`config.mk`:
```
export PLATFORM = sky130hd
export DESIGN_NAME = rf_wb_arb
export DESIGN_NICKNAME = d
export VERILOG_FILES = /design/src/rtl/rf_wb_pkg.sv /design/src/rtl/wb_fifo.sv /design/src/rtl/rf_wb_arb.sv
export SDC_FILE = /design/constraint.sdc
export NUM_CORES = 1
export LEC_CHECK = 0
export ABC_CLOCK_PERIOD_IN_PS = 2400
export BUFFER_PORTS_ARGS = -buffer_cell sky130_fd_sc_hd__buf_2
export CAP_MARGIN = 40
export CORE_MARGIN = 8
export CORE_UTILIZATION = 25
export CTS_BUF_LIST = sky130_fd_sc_hd__clkbuf_8
export DETAILED_ROUTE_END_ITERATION = 7
export PLACE_DENSITY = 0.48
export SETUP_SLACK_MARGIN = 0.15
export SYNTH_ARGS = -nofsm -noshare
export SYNTH_HDL_FRONTEND = slang
export SYNTH_SLANG_ARGS = --single-unit
```
`constraint.sdc`:
```
create_clock -name clock -period 2.4 [get_ports clock]
set_clock_uncertainty 0.1 [all_clocks]
set_input_delay 0.24 -clock clock [delete_from_list [all_inputs] [get_ports clock]]
set_output_delay 0.24 -clock clock [all_outputs]
set_load 0.02 [all_outputs]
```
`src/rtl/rf_wb_pkg.sv`:
```
// Shared types and default widths for the register-file writeback arbiter.
// Optional feature macro used by the top: WB_LSU_BYPASS_EN.
package rf_wb_pkg;

   localparam int unsigned WB_DEPTH  = 4;
   localparam int unsigned WB_ADDR_W = 5;
   localparam int unsigned WB_DATA_W = 32;

   typedef struct packed {
      logic [WB_ADDR_W-1:0] addr;
      logic [WB_DATA_W-1:0] data;
   } wb_req_t;

   // Occupancy counters need one extra bit so that "full" (== depth) is representable.
   function automatic int unsigned wb_cnt_w(input int unsigned depth);
      return $clog2(depth) + 1;
   endfunction

endpackage

```
`src/rtl/wb_fifo.sv`:
```
// LSU result buffer: power-of-two circular FIFO with an occupancy counter and a
// per-entry address/valid tap used for the decode-stage hazard query.
module wb_fifo
   import rf_wb_pkg::*;
#(
   parameter int unsigned DEPTH      = WB_DEPTH,
   parameter int unsigned ADDR_WIDTH = WB_ADDR_W,
   parameter int unsigned DATA_WIDTH = WB_DATA_W,
   localparam int unsigned CW        = wb_cnt_w(DEPTH),
   localparam int unsigned PW        = $clog2(DEPTH)
) (
   input  logic                             clk,
   input  logic                             rst,
   input  logic                             push,
   input  logic [ADDR_WIDTH-1:0]            push_addr,
   input  logic [DATA_WIDTH-1:0]            push_data,
   input  logic                             pop,
   output logic [ADDR_WIDTH-1:0]            head_addr,
   output logic [DATA_WIDTH-1:0]            head_data,
   output logic                             full,
   output logic                             empty,
   output logic [CW-1:0]                    count,
   output logic [DEPTH-1:0]                 entry_valid,
   output logic [DEPTH-1:0][ADDR_WIDTH-1:0] entry_addr
);

   logic [ADDR_WIDTH-1:0] r_addr [DEPTH];
   logic [DATA_WIDTH-1:0] r_data [DEPTH];
   logic [PW-1:0]         r_wr_ptr;
   logic [PW-1:0]         r_rd_ptr;
   logic [CW-1:0]         r_count;

   logic w_push_ok;
   logic w_pop_ok;

   assign full      = (r_count == CW'(DEPTH));
   assign empty     = (r_count == '0);
   assign count     = r_count;
   assign w_push_ok = push & ~full;
   assign w_pop_ok  = pop & ~empty;
   assign head_addr = r_addr[r_rd_ptr];
   assign head_data = r_data[r_rd_ptr];

   // Pointers wrap naturally because DEPTH is a power of two.
   always_ff @(posedge clk) begin
      if (rst) begin
         r_wr_ptr <= '0;
         r_rd_ptr <= '0;
         r_count  <= '0;
      end else begin
         if (w_push_ok) r_wr_ptr <= r_wr_ptr + 1'b1;
         if (w_pop_ok)  r_rd_ptr <= r_rd_ptr + 1'b1;
         case ({w_push_ok, w_pop_ok})
            2'b10:   r_count <= r_count + 1'b1;
            2'b01:   r_count <= r_count - 1'b1;
            default: r_count <= r_count;
         endcase
      end
   end

   always_ff @(posedge clk) begin
      if (w_push_ok) begin
         r_addr[r_wr_ptr] <= push_addr;
         r_data[r_wr_ptr] <= push_data;
      end
   end

   // An entry is live when its distance from the read pointer is below the count.
   for (genvar g = 0; g < DEPTH; g++) begin : g_tap
      logic [PW-1:0] w_off;
      assign w_off          = PW'(g) - r_rd_ptr;
      assign entry_valid[g] = ({1'b0, w_off} < r_count);
      assign entry_addr[g]  = r_addr[g];
   end

endmodule

```
`src/rtl/rf_wb_arb.sv`:
```
// Register-file write-port arbiter: ALU has absolute priority, LSU results are
// buffered in order. Define WB_LSU_BYPASS_EN to let an LSU result skip an empty buffer.
module rf_wb_arb
   import rf_wb_pkg::*;
#(
   parameter int unsigned DEPTH      = WB_DEPTH,
   parameter int unsigned ADDR_WIDTH = WB_ADDR_W,
   parameter int unsigned DATA_WIDTH = WB_DATA_W,
   localparam int unsigned CW        = wb_cnt_w(DEPTH)
) (
   input  logic                  clock,
   input  logic                  reset,
   input  logic                  alu_valid,
   input  logic [ADDR_WIDTH-1:0] alu_addr,
   input  logic [DATA_WIDTH-1:0] alu_data,
   input  logic                  lsu_valid,
   output logic                  lsu_ready,
   input  logic [ADDR_WIDTH-1:0] lsu_addr,
   input  logic [DATA_WIDTH-1:0] lsu_data,
   output logic                  wr_enable1,
   output logic [ADDR_WIDTH-1:0] wr_addr1,
   output logic [DATA_WIDTH-1:0] wr_data1,
   input  logic [ADDR_WIDTH-1:0] query_addr,
   output logic                  query_pending,
   output logic [CW-1:0]         lsu_count
);

   logic                             w_full;
   logic                             w_empty;
   logic [ADDR_WIDTH-1:0]            w_head_addr;
   logic [DATA_WIDTH-1:0]            w_head_data;
   logic [DEPTH-1:0]                 w_entry_valid;
   logic [DEPTH-1:0][ADDR_WIDTH-1:0] w_entry_addr;
   logic                             w_accept;
   logic                             w_bypass;
   logic                             w_push;
   logic                             w_pop;
   logic                             w_fifo_hit;

   logic                  r_wr_en;
   logic [ADDR_WIDTH-1:0] r_wr_addr;
   logic [DATA_WIDTH-1:0] r_wr_data;

   // LSU handshake: a result transfers on any cycle where lsu_valid && lsu_ready.
   // lsu_ready depends only on occupancy, never on a same-cycle pop.
   assign lsu_ready = ~w_full;
   assign w_accept  = lsu_valid & lsu_ready;

`ifdef WB_LSU_BYPASS_EN
   assign w_bypass = w_accept & ~alu_valid & w_empty;
`else
   assign w_bypass = 1'b0;
`endif

   assign w_push = w_accept & ~w_bypass;
   assign w_pop  = ~alu_valid & ~w_empty;

   wb_fifo #(
      .DEPTH      (DEPTH),
      .ADDR_WIDTH (ADDR_WIDTH),
      .DATA_WIDTH (DATA_WIDTH)
   ) u_fifo (
      .clk         (clock),
      .rst         (reset),
      .push        (w_push),
      .push_addr   (lsu_addr),
      .push_data   (lsu_data),
      .pop         (w_pop),
      .head_addr   (w_head_addr),
      .head_data   (w_head_data),
      .full        (w_full),
      .empty       (w_empty),
      .count       (lsu_count),
      .entry_valid (w_entry_valid),
      .entry_addr  (w_entry_addr)
   );

   // Writes to x0 are consumed like any other request but never enabled.
   always_ff @(posedge clock) begin
      if (reset) begin
         r_wr_en   <= 1'b0;
         r_wr_addr <= '0;
         r_wr_data <= '0;
      end else if (alu_valid) begin
         r_wr_en   <= (alu_addr != '0);
         r_wr_addr <= alu_addr;
         r_wr_data <= alu_data;
      end else if (w_pop) begin
         r_wr_en   <= (w_head_addr != '0);
         r_wr_addr <= w_head_addr;
         r_wr_data <= w_head_data;
      end else if (w_bypass) begin
         r_wr_en   <= (lsu_addr != '0);
         r_wr_addr <= lsu_addr;
         r_wr_data <= lsu_data;
      end else begin
         r_wr_en   <= 1'b0;
      end
   end

   assign wr_enable1 = r_wr_en;
   assign wr_addr1   = r_wr_addr;
   assign wr_data1   = r_wr_data;

   always_comb begin
      w_fifo_hit = 1'b0;
      for (int i = 0; i < DEPTH; i++) begin
         if (w_entry_valid[i] && (w_entry_addr[i] == query_addr)) w_fifo_hit = 1'b1;
      end
   end

   assign query_pending = (query_addr != '0) &
                          (w_fifo_hit | (r_wr_en & (r_wr_addr == query_addr)));

endmodule

```
# --- Word-level counts from Yosys, hierarchy flattened ---
# Memories as Yosys holds them, arrays and structs flattened. A register that Yosys moved wholly into a read port is not among the register bits.
# Index checks and enable logic that the tools add are counted.
classes:
  add_sub_neg: 8
  n_lt_le_gt_ge: 4
  bitwise_logic: 10
  muxes: 17
  div_mod_pow: 0
  reduce_logical: 10
  shifts: 0
  multipliers: 0
  n_eq_ne: 8
ops:
  columns: ["op", "n"]
  rows:
  - ["32-bit two-way mux", 2]
  - ["5-bit == test", 5]
  - ["5-bit nonzero test", 3]
  - ["2-bit by 3-bit less-than comparator with 1-bit output", 4]
  - ["5-bit two-way mux", 2]
  - ["1-bit two-way mux", 8]
  - ["2-bit two-way mux", 4]
  - ["1-bit bitwise AND", 6]
  - ["3-bit one-hot mux with 2 select lines", 1]
  - ["2-bit by 1-bit adder with 2-bit output (second input constant)", 2]
  - ["1-bit logical AND", 4]
  - ["2-bit nonzero test", 2]
  - ["1-bit by 2-bit subtractor with 2-bit output (first input constant)", 2]
  - ["2-bit subtractor (first input constant)", 2]
  - ["3-bit by 1-bit adder with 3-bit output (second input constant)", 1]
  - ["3-bit == test (second input constant)", 1]
  - ["3-bit zero test", 1]
  - ["1-bit NOT", 3]
  - ["3-bit by 1-bit subtractor with 3-bit output (second input constant)", 1]
  - ["2-bit by 1-bit == test with 1-bit output (second input constant)", 1]
  - ["2-bit == test (second input constant)", 1]
  - ["1-bit OR", 1]
totals:
  output_inout_bits: 43
  romBits: 0
  latchBits: 0
  elab_cells: 65
  ramBits: 148
  mem_count: 2
  in_bits: 83
  ff_bits: 45
memory_table:
  columns: ["name", "depth", "word_bits", "read_ports", "rd_ports_with_merged_regs", "write_ports", "line_no", "text"]
  rows:
  - ["u_fifo.r_data", 4, 32, 1, 1, 1, "wb_fifo.sv:28", "logic [DATA_WIDTH-1:0] r_data [DEPTH];"]
  - ["u_fifo.r_addr", 4, 5, 5, 1, 1, "wb_fifo.sv:27", "logic [ADDR_WIDTH-1:0] r_addr [DEPTH];"]

# --- Longest topological paths before layout ---
# Gate-level depths: netlist of run 1.
depth:
  ltp_word: 9
  mapped_depth: 10
  mapped_depth_nobuf: 10

# --- Hierarchy ---
# Synthesis of run 1 repeated with hierarchy kept, for this count alone.
hier_totals:
  hier_cells: 523
  hier_area_um2: 8075.2
by_module_without_submodules:
  columns: ["mod", "area_per_inst_um2", "cells_each", "seq_area_each_um2", "instances"]
  rows:
  - ["wb_fifo", 5978.2, 265, 4624.4, 1]
  - ["rf_wb_arb", 2097.0, 258, 760.7, 1]

# --- Least setup slack after synthesis of run 1 ---
# OpenSTA, ideal clock, no wires.
synth_path:
  path_kind: "reg-to-reg"
  startpoint: "register u_fifo.r_count[1] (netlist: u_fifo.count[1])"
  endpoint: "register u_fifo.r_count[2] (netlist: u_fifo.count[2])"
  path_buffers: 0
  period_less_slack_ps: 2513
  setup_time_ps: 70
  slack_ps: -113
  stages_incl_launch_ff: 11
  arrival_ps: 2342
  required_time_ps: 2230
  cell_sequence: "dfxtp_1 inv_1 nand3_1 and2_1 inv_1 ha_1 inv_1 fa_1 xor2_1 or3_1 a21oi_1"
synth_via:
  elab_chain_cells: 6
  elab_cells_between_ends: 14
  classes_between: "add/sub (2); eq/ne (3); mux (1); bitwise (6); reduce/logical (2)"
synth_lines:
  columns: ["element", "line_no", "text"]
  rows:
  - ["start: declaration", "wb_fifo.sv:31", "logic [CW-1:0] r_count;"]
  - ["start signal: assignment", "wb_fifo.sv:54", "2'b10: r_count <= r_count + 1'b1;"]
  - ["start signal: assignment", "wb_fifo.sv:55", "2'b01: r_count <= r_count - 1'b1;"]
  - ["start signal: assignment", "wb_fifo.sv:56", "default: r_count <= r_count;"]
  - ["3-bit == test (*)", "wb_fifo.sv:36", "assign full = (r_count == CW'(DEPTH));"]
  - ["1-bit NOT (*)", "rf_wb_arb.sv:46", "assign lsu_ready = ~w_full;"]
  - ["named net lsu_ready", "rf_wb_arb.sv:17", "output logic lsu_ready,"]
  - ["1-bit bitwise AND", "rf_wb_arb.sv:47", "assign w_accept = lsu_valid & lsu_ready;"]
  - ["1-bit bitwise AND (*)", "wb_fifo.sv:39", "assign w_push_ok = push & ~full;"]
  - ["2-bit by 1-bit == test with 1-bit output / 2-bit == test (equally long branches)", "wb_fifo.sv:53", "case ({w_push_ok, w_pop_ok})"]
  - ["3-bit one-hot mux with 2 select lines / 2-bit nonzero test (equally long branches)", null, null]
# Mark *: on every way through the listed nets, which the timed path passes. The rest lies on a longest branch.
# A chain may end at the register's enable or synchronous reset.

# --- Worst setup path in the final report of run 1 ---
layout_path:
  startpoint: "register u_fifo.r_rd_ptr[0]"
  endpoint: "output query_pending"
layout_via:
  elab_chain_cells: 9
  elab_cells_between_ends: 18
  classes_between: "add/sub (4); order compare (4); mux (4); bitwise (2); reduce/logical (4)"
layout_lines:
  columns: ["element", "line_no", "text"]
  rows:
  - ["start: declaration", "wb_fifo.sv:30", "logic [PW-1:0] r_rd_ptr;"]
  - ["start signal: assignment", "wb_fifo.sv:52", "if (w_pop_ok) r_rd_ptr <= r_rd_ptr + 1'b1;"]
  - ["1-bit by 2-bit subtractor with 2-bit output", "wb_fifo.sv:71", "assign w_off = PW'(g) - r_rd_ptr;"]
  - ["2-bit by 3-bit less-than comparator with 1-bit output", "wb_fifo.sv:72", "assign entry_valid[g] = ({1'b0, w_off} < r_count);"]
  - ["1-bit logical AND", "rf_wb_arb.sv:108", "if (w_entry_valid[i] && (w_entry_addr[i] == query_addr)) w_fifo_hit = 1'b1;"]
  - ["1-bit two-way mux (3 in a row)", "rf_wb_arb.sv:108", null]
  - ["1-bit two-way mux (*)", "rf_wb_arb.sv:108", null]
  - ["1-bit OR (*)", "rf_wb_arb.sv:113", "(w_fifo_hit | (r_wr_en & (r_wr_addr == query_addr)));"]
  - ["1-bit bitwise AND (*)", "rf_wb_arb.sv:112", "assign query_pending = (query_addr != '0) &"]
  - ["end: declaration", "rf_wb_arb.sv:24", "output logic query_pending,"]
# Mark *: on every way between the ends. The rest lies on a longest branch, timed or not.

==> summary.md, run 1 <==
| Metric | Value |
|---|---|
| Clock power frac | `0.226` |
| Layout cells sized above 1 | `0.329` |
| Leak | `0.00385 uW` |
| Cell Area, Synth | `7890 sq um` |
| Delay-heaviest family, CP | `compound AO/OA/AOI/OAI gates` |
| TritonCTS clock tree | `built` |
| I/O Buffers | `125` |
| Sw Ratio | `0.318` |
| H-Tree Depth | `4` |
| Critical Path, Cell by Cell | `xnor2_4 > ha_4 > a2111oi_2 > nand3_1 > and4_1 > a21oi_2 > buf_4` |
| DRT Pass-1 Iters | `4` |
| Fin. Hold Viols | `0` |
| Max_slew headroom | `0.434` |
| Starting Density | `0.252` |
| Worst-Margin Slew | `850 ps` |
| Main combinational cell family by area after synthesis | `multiplexers` |
| Run status | `finished, final reports clean` |
| Power Dens Cells | `916 nW/um^2` |
| WL final | `19.1 mm` |
| Initial antenna violation count | `0` |
| WHS | `64.9 ps` |
| Pint | `6460 uW` |
| Post-synthesis cell count | `510` |
| Synth warn | `0` |
| Detailed placement HPWL | `12.5 mm` |
| Sequential fraction of design power | `0.455` |
| Overall Power | `9480 uW` |
| Synth Flop Type | `edfxtp_1` |
| Final period utilization | `0.970` |
| Max_cap viols | `0` |
| RSZ-0062 raised after global routing | `yes` |
| Dpl cells | `1,022` |
| Avg WL per Cell | `16.9 microns` |
| Synth Register Bits | `195` |
| GRT Util Overall | `0.104` |
| Combinational fraction of design power | `0.319` |
| Achievable clock frequency | `429 MHz` |
| Max FO, Critical Path | `2` |
| Synth Area in Compound Gates | `0.0341` |
| Slowest cell on crit path | `dfxtp_4` |
| CTS Buffer Depth | `2` |
| Routed vias/inst | `4.23` |
| Synth top area cells | `edfxtp_1 (56%), dfxtp_1 (12%), mux4_2 (11%)` |
| Seq/Total Area, Yosys | `0.683` |
| Skew-Pair Late Insertion Delay | `470 ps` |
| Inserted Clock Buffers | `17` |
| Io pins | `126` |
| Synth unique cells | `31` |
| ANT nets after route | `0` |
| Row Count | `65` |
| Max rail drop VDD | `498 uV` |
| Core area | `31,300 sq um` |
| Largest net degree at the start of global routing | `76` |
| Simple-gate share of the synthesized area | `0.0585` |
| Syn nets | `603` |
| CP Class | `reg -> out` |
| WP data arrival | `1990 ps` |
| Overflow after GRT | `0` |
| Vias in the first global route | `5,111` |
| Final TNS setup | `0 ps` |
| Post-route cell area | `10,300 sq um` |
| Vias | `4,782` |
| First-pass GRT wire length | `29.8 mm` |
| Hold Path Class | `in -> reg` |
| Fill count | `3,085` |
| Antenna cells | `0` |
| Async S/R FF share, synth | `0` |
| Startpoint Class | `flip-flop` |
| Mux cell area share after synthesis | `0.153` |
| Yosys top cell by area | `edfxtp_1` |
| Clock transition at path regs | `100 ps` |
| Top-count cell post-synth | `edfxtp_1` |
| Pins over their slew limit | `0` |
| CTS Sinks | `195` |
| Placed cell area | `9070 sq um` |
| Crit. End Element | `primary output` |
| Die area | `37,500 sq um` |
| Syn avg cell area | `15.5 sq um` |
| Crit path buf inv count | `1` |
| Synth Area in XOR/XNOR | `0.0344` |
| Share of the synthesized area in the top cell type | `0.564` |
| DIE HEIGHT | `194 microns` |
| EDFF count, synth | `148` |
| Post-synth top cells | `edfxtp_1 (148), nor2_1 (83), dfxtp_1 (47)` |
| Adder-cell share of the synthesized area | `0.0168` |
| 1st-iter DRT viols | `206` |
| Minimum clock period | `2330 ps` |
| Die X | `194 microns` |
| Final RePlAce weighted congestion | `0.714` |
| Finished Layout Cells | `1,131` |
| DR DRC count | `0` |
| Layout area overhead | `31.1%` |
| CP required | `2060 ps` |
| Net Switching | `3020 uW` |
| CP peak stage delay | `370 ps` |
| Root buf cell | `clkbuf_8` |
| Final setup viols | `0` |
| Final nets | `809` |
[cells by family after synthesis]
kind of cell,Yosys count
compound gates,52
xor+xnor,31
fa+ha+maj,10
buf+inv,39
flops,195
mux,74
simple gates,109
[power groups by stage]
stage          clock network (uW)  registers (uW)  logic, uW
3_3_place_gp                    0            4370       2870
3_5_place_dp                    0            4380       2880
5_1_grt                      2360            4370       3320
2_1_floorplan                   0            4460       1900
6_report                     2140            4310       3020
4_1_cts                      2260            4310       3040
[layout by cell type, fill, tap and decap left out, drive strengths merged, types with 2 or more instances in the layout]
cell type / synthesis / layout
clkinv: 0 / 4
mux2i: 37 / 37
nand2: 4 / 4
nor3: 2 / 2
nor2: 83 / 83
mux4: 37 / 37
buf: 12 / 143
edfxtp: 148 / 148
xnor2: 9 / 9
clkbuf: 18 / 20
or4: 3 / 3
and3: 4 / 4
o21ai: 4 / 4
xor2: 22 / 22
ha: 9 / 9
inv: 9 / 15
dlygate4sd3: 0 / 74
dfxtp: 47 / 47
nand3: 5 / 5
nand2b: 2 / 2
nor4: 3 / 3
a21oi: 45 / 45
[registers in the layout, summed over array words and instances (netlist names), named ones only]
register	count
u_fifo.count	3
u_fifo.r_data	128
wr_addr1	5
u_fifo.r_rd_ptr	2
wr_enable1	1
wr_data1	32
u_fifo.r_wr_ptr	2
u_fifo.r_addr	20
[timing repair]
| action | in CTS | in global routing |
|---|---|---|
| resized for setup | 13 | 16 |
| hold buffers | 74 | 0 |
| setup endpoints to repair | 2 | 2 |
| pin swaps | 4 | 5 |
| buffers inserted | 2 | 1 |
| endpoints found under the hold margin | 186 | 0 |
[through the flow]
step | util | setup slack (ps)
detailed placement | 0.290 | 140
global route | 0.330 | -39.5
CTS | 0.328 | -16.9
finish | 0.330 | 71.3
global placement | 0.290 | 177
floorplan | - | 163
[cell type report]
| class | instances | area (sq um) | share of cell area |
|---|---|---|---|
| Sequential cell | 195 | 5410 | 0.523 |
| Timing Repair Buffer | 217 | 1540 | 0.149 |
| Multi-Input combinational cell | 276 | 2450 | 0.237 |
| Inverter | 9 | 43.8 | 0.00424 |
| Tap cell | 402 | 503 | 0.0486 |
| Clock buffer | 20 | 275 | 0.0266 |
| Clock inverter | 12 | 118 | 0.0114 |
[per-layer routing]
metal | GRT usage | part of all wire
met3 | 0.0274 | 0.033
met5 | 0 | 0
met4 | 0.0365 | 0.015
met1 | 0.131 | 0.46
met2 | 0.169 | 0.49
[worst min-delay path, delay by kind of cell]
| family | cells | cell delay, ps |
|---|---|---|
| buf+inv | 1 | 120 |
| simple gates | 1 | 60 |
| compound gates | 2 | 160 |
[path summary, 6_finish.rpt]
| check | endpoint | cells past startpoint | slack, ps | startpoint |
|---|---|---|---|---|
| worst max-delay path | query_pending | 7 | 70 | u_fifo.r_rd_ptr[0] |
| worst min-delay path | wr_enable1 | 4 | 60 | alu_valid |
| worst max register to register | u_fifo.count[2] | 10 | 260 | u_fifo.count[1] |
| worst min register to register | u_fifo.r_wr_ptr[1] | 2 | 410 | u_fifo.r_wr_ptr[1] |
Note: power is estimated with default switching activity, not from simulation.
==> run 2: changes to the inputs <==
CORE_UTILIZATION = 50   (was 25)
PLACE_DENSITY = 0.79   (was 0.48)
SYNTH_HIERARCHICAL = 1   (was not set)
==> run 2 against run 1 <==
Effect of this change: the flow now finishes with violations (negative setup slack); design area fell by 0.27%; area after synthesis rose by 2.4%; setup slack got worse by 150 ps; global-route usage rose by 8.4 points; core utilization rose by 32 points; sequential power fell by 2%; fmax fell by 6.2%; via count rose by 8.0%; cell count fell by 15%; clock power fell by 9%; first-iteration DRC count rose by 86%; worst hold slack improved by 61 ps; critical endpoint unchanged; highest routed layer is now met5.
==> summary.md, run 2 <==
| Metric | Value |
|---|---|
| Clock transition at path regs | `90 ps` |
| Inserted Clock Buffers | `17` |
| DR DRC count | `0` |
| Die area | `20,500 sq um` |
| ANT nets after route | `0` |
| Achievable clock frequency | `403 MHz` |
| Most flop-heavy register | `u_fifo/r_data` |
| Final setup viols | `2` |
| Net Switching | `2910 uW` |
| Critical Path, Cell by Cell | `clkinvlp_4 > ha_4 > a21oi_1 > or2_4 > nand3_2 > nand2_1 > o22a_1 > buf_6` |
| DRT Pass-1 Iters | `4` |
| Die X | `143 microns` |
| CP Class | `reg -> out` |
| Crit path buf inv count | `2` |
| Synth unique cells | `36` |
| Synth top area cells | `edfxtp_1 (55%), dfxtp_1 (12%), mux4_2 (10%)` |
| TritonCTS clock tree | `built` |
| Post-synthesis cell count | `523` |
| WL final | `18.8 mm` |
| Largest net degree at the start of global routing | `77` |
| Routed vias/inst | `5.36` |
| Power Dens Cells | `909 nW/um^2` |
| Combinational fraction of design power | `0.340` |
| Root buf cell | `clkbuf_8` |
| GRT Util Overall | `0.188` |
| Detailed placement HPWL | `11.6 mm` |
| Yosys top cell by area | `edfxtp_1` |
| First-pass GRT wire length | `29.0 mm` |
| RSZ-0062 raised after global routing | `yes` |
| CP Depth | `8` |
| WHS | `126 ps` |
| Fin. Hold Viols | `0` |
| DIE HEIGHT | `143 microns` |
| Commonest cells after routing, fill and taps aside | `edfxtp_1 (148), buf_2 (124), nor2_1 (81)` |
| Starting Density | `0.510` |
| Max_slew headroom | `0.494` |
| Final nets | `826` |
| Max reg flops | `128` |
| 1st-iter DRT viols | `384` |
| Cell Area, Synth | `8080 sq um` |
| Max rail drop VDD | `851 uV` |
| Synth Register Bits | `195` |
| Critical Path Start | `u_fifo/count[1]` |
| Vias | `5,163` |
| Max FO, Critical Path | `5` |
| Failing checks | `negative setup slack` |
| Hold Path Class | `in -> reg` |
| Async S/R FF share, synth | `0` |
| Overflow after GRT | `0` |
| I/O Buffers | `125` |
| Overall Power | `9370 uW` |
| Pins over their slew limit | `0` |
| Run status | `finished with violations` |
| CP peak stage delay | `370 ps` |
| Final RePlAce weighted congestion | `0.863` |
| CP Capture Point | `query_pending` |
| Top-count cell post-synth | `edfxtp_1` |
| Clock power frac | `0.208` |
| Final WS setup | `-82.6 ps` |
| Final period utilization | `1.03` |
| Slowest cell on crit path | `dfxtp_4` |
| Most common cell after layout, fill and taps aside | `edfxtp_1` |
| Crit. End Element | `primary output` |
| Worst-Margin Slew | `759 ps` |
| Leak | `0.00394 uW` |
| Worst R2R Path Depth | `13` |
| Synth Flop Type | `edfxtp_1` |
| EDFF count, synth | `148` |
| Share of the synthesized area in the top cell type | `0.550` |
| Critical R2R Launch | `u_fifo/count[1]` |
| Placed cell area | `8940 sq um` |
| Minimum clock period | `2480 ps` |
| Vias in the first global route | `5,577` |
| Synth warn | `6` |
| Seq/Total Area, Yosys | `0.667` |
| Row Count | `46` |
| Avg WL per Cell | `19.5 microns` |
| WP data arrival | `2140 ps` |
| Final Util | `0.652` |
| Pint | `6460 uW` |
| Max_cap viols | `0` |
| Flop-to-flop setup slack | `-40 ps` |
| Skew-Pair Late Insertion Delay | `460 ps` |
| Sequential fraction of design power | `0.451` |
| Post-synth top cells | `edfxtp_1 (148), nor2_1 (84), dfxtp_1 (47)` |
| Sw Ratio | `0.310` |
| CTS Sinks | `195` |
| Io pins | `126` |
| Delay-heaviest family, CP | `flip-flops` |
| Syn avg cell area | `15.4 sq um` |
| CTS Buffer Depth | `2` |
| H-Tree Depth | `4` |
| Post-route cell area | `10,300 sq um` |
| CP required | `2060 ps` |
| Layout area overhead | `27.7%` |
| Startpoint Class | `flip-flop` |
| Syn nets | `616` |
| Initial antenna violation count | `2` |
| Core area | `15,800 sq um` |
| Layout cells sized above 1 | `0.338` |
| Worst reg2reg endpoint | `u_fifo/count[2]` |
## run 2: per-stage QoR
stage | worst slack, ps | setup TNS [ps] | cells
floorplan | -58.0 | -58.0 | 523
global placement | 170 | 0 | 844
detailed placement | 34.5 | 0 | 844
CTS | -77.4 | -77.4 | 957
global route | -143 | -281 | 963
finish | -82.6 | -125 | 964
## run 2: repair_timing
action | CTS | global route
buffers inserted | 7 | 5
resized for setup | 22 | 18
hold buffers | 74 | 0
endpoints found under the setup margin | 2 | 11
endpoints found under the hold margin | 185 | 0
pin swaps | 5 | 9
## run 2: area by class of cell
class	instances	area [sq um]
clock inverter	12	92.6
timing repair buffer	224	1660
multi-input combinational	284	2560
antenna	2	5.00
tap	216	270
inverter	11	47.5
sequential	195	5400
fill	1089	5520
clock buffer	20	275
## run 2: logic make-up (layout without fill, tap and decap cells)
logic type,after synthesis,after routing,share of synthesized area
DFF,195,195,0.667
and+or+nand+nor,117,117,0.0632
muxes,75,75,0.151
AOI/OAI and AO/OA,53,53,0.0344
buffers and inverters,44,267,0.0359
xor gates and xnor gates,29,29,0.0324
adders and majority gates,10,10,0.0164
other,0,2,0
## run 2: power by group through the flow
stage | Sequential [uW] | Combinational [uW] | Clock (uW)
global route | 4270 | 3420 | 2120
CTS | 4230 | 2970 | 1980
floorplan | 4430 | 1960 | 0
detailed placement | 4310 | 2680 | 0
finish | 4230 | 3190 | 1950
global placement | 4280 | 2590 | 0
## run 2: routing by layer
metal  up-vias  wire [microns]  global-route usage
met5         -               8                   0
li1       2355               -                   -
met2       210            9580               0.316
met3        50            1380              0.0538
met1      2546            7150               0.210
met4         2             667               0.108
## run 2: worst reg2reg max path: cells and delay by family, from the launching register on
family | cells | cell delay [ps]
AND/OR/NAND/NOR | 4 | 670
adder cells (fa/ha/maj) | 2 | 520
buffers and inverters | 5 | 420
flip-flops | 1 | 360
XOR/XNOR | 1 | 190
AO/OA/AOI/OAI | 1 | 120
## run 2: how the worst min path moves through the flow
stage            startpoint                    to  slack (ps)  cells past startpoint
2_1_floorplan   lsu_addr[0]   u_fifo/r_addr[0][0]         240                      0
3_3_place_gp   lsu_data[24]  u_fifo/r_data[1][24]         350                      1
3_5_place_dp   lsu_data[29]  u_fifo/r_data[1][29]         360                      1
4_1_cts               reset          wr_data1[24]          90                      2
5_1_grt               reset       u_fifo/count[0]         120                      2
6_report              reset          wr_data1[24]         130                      2
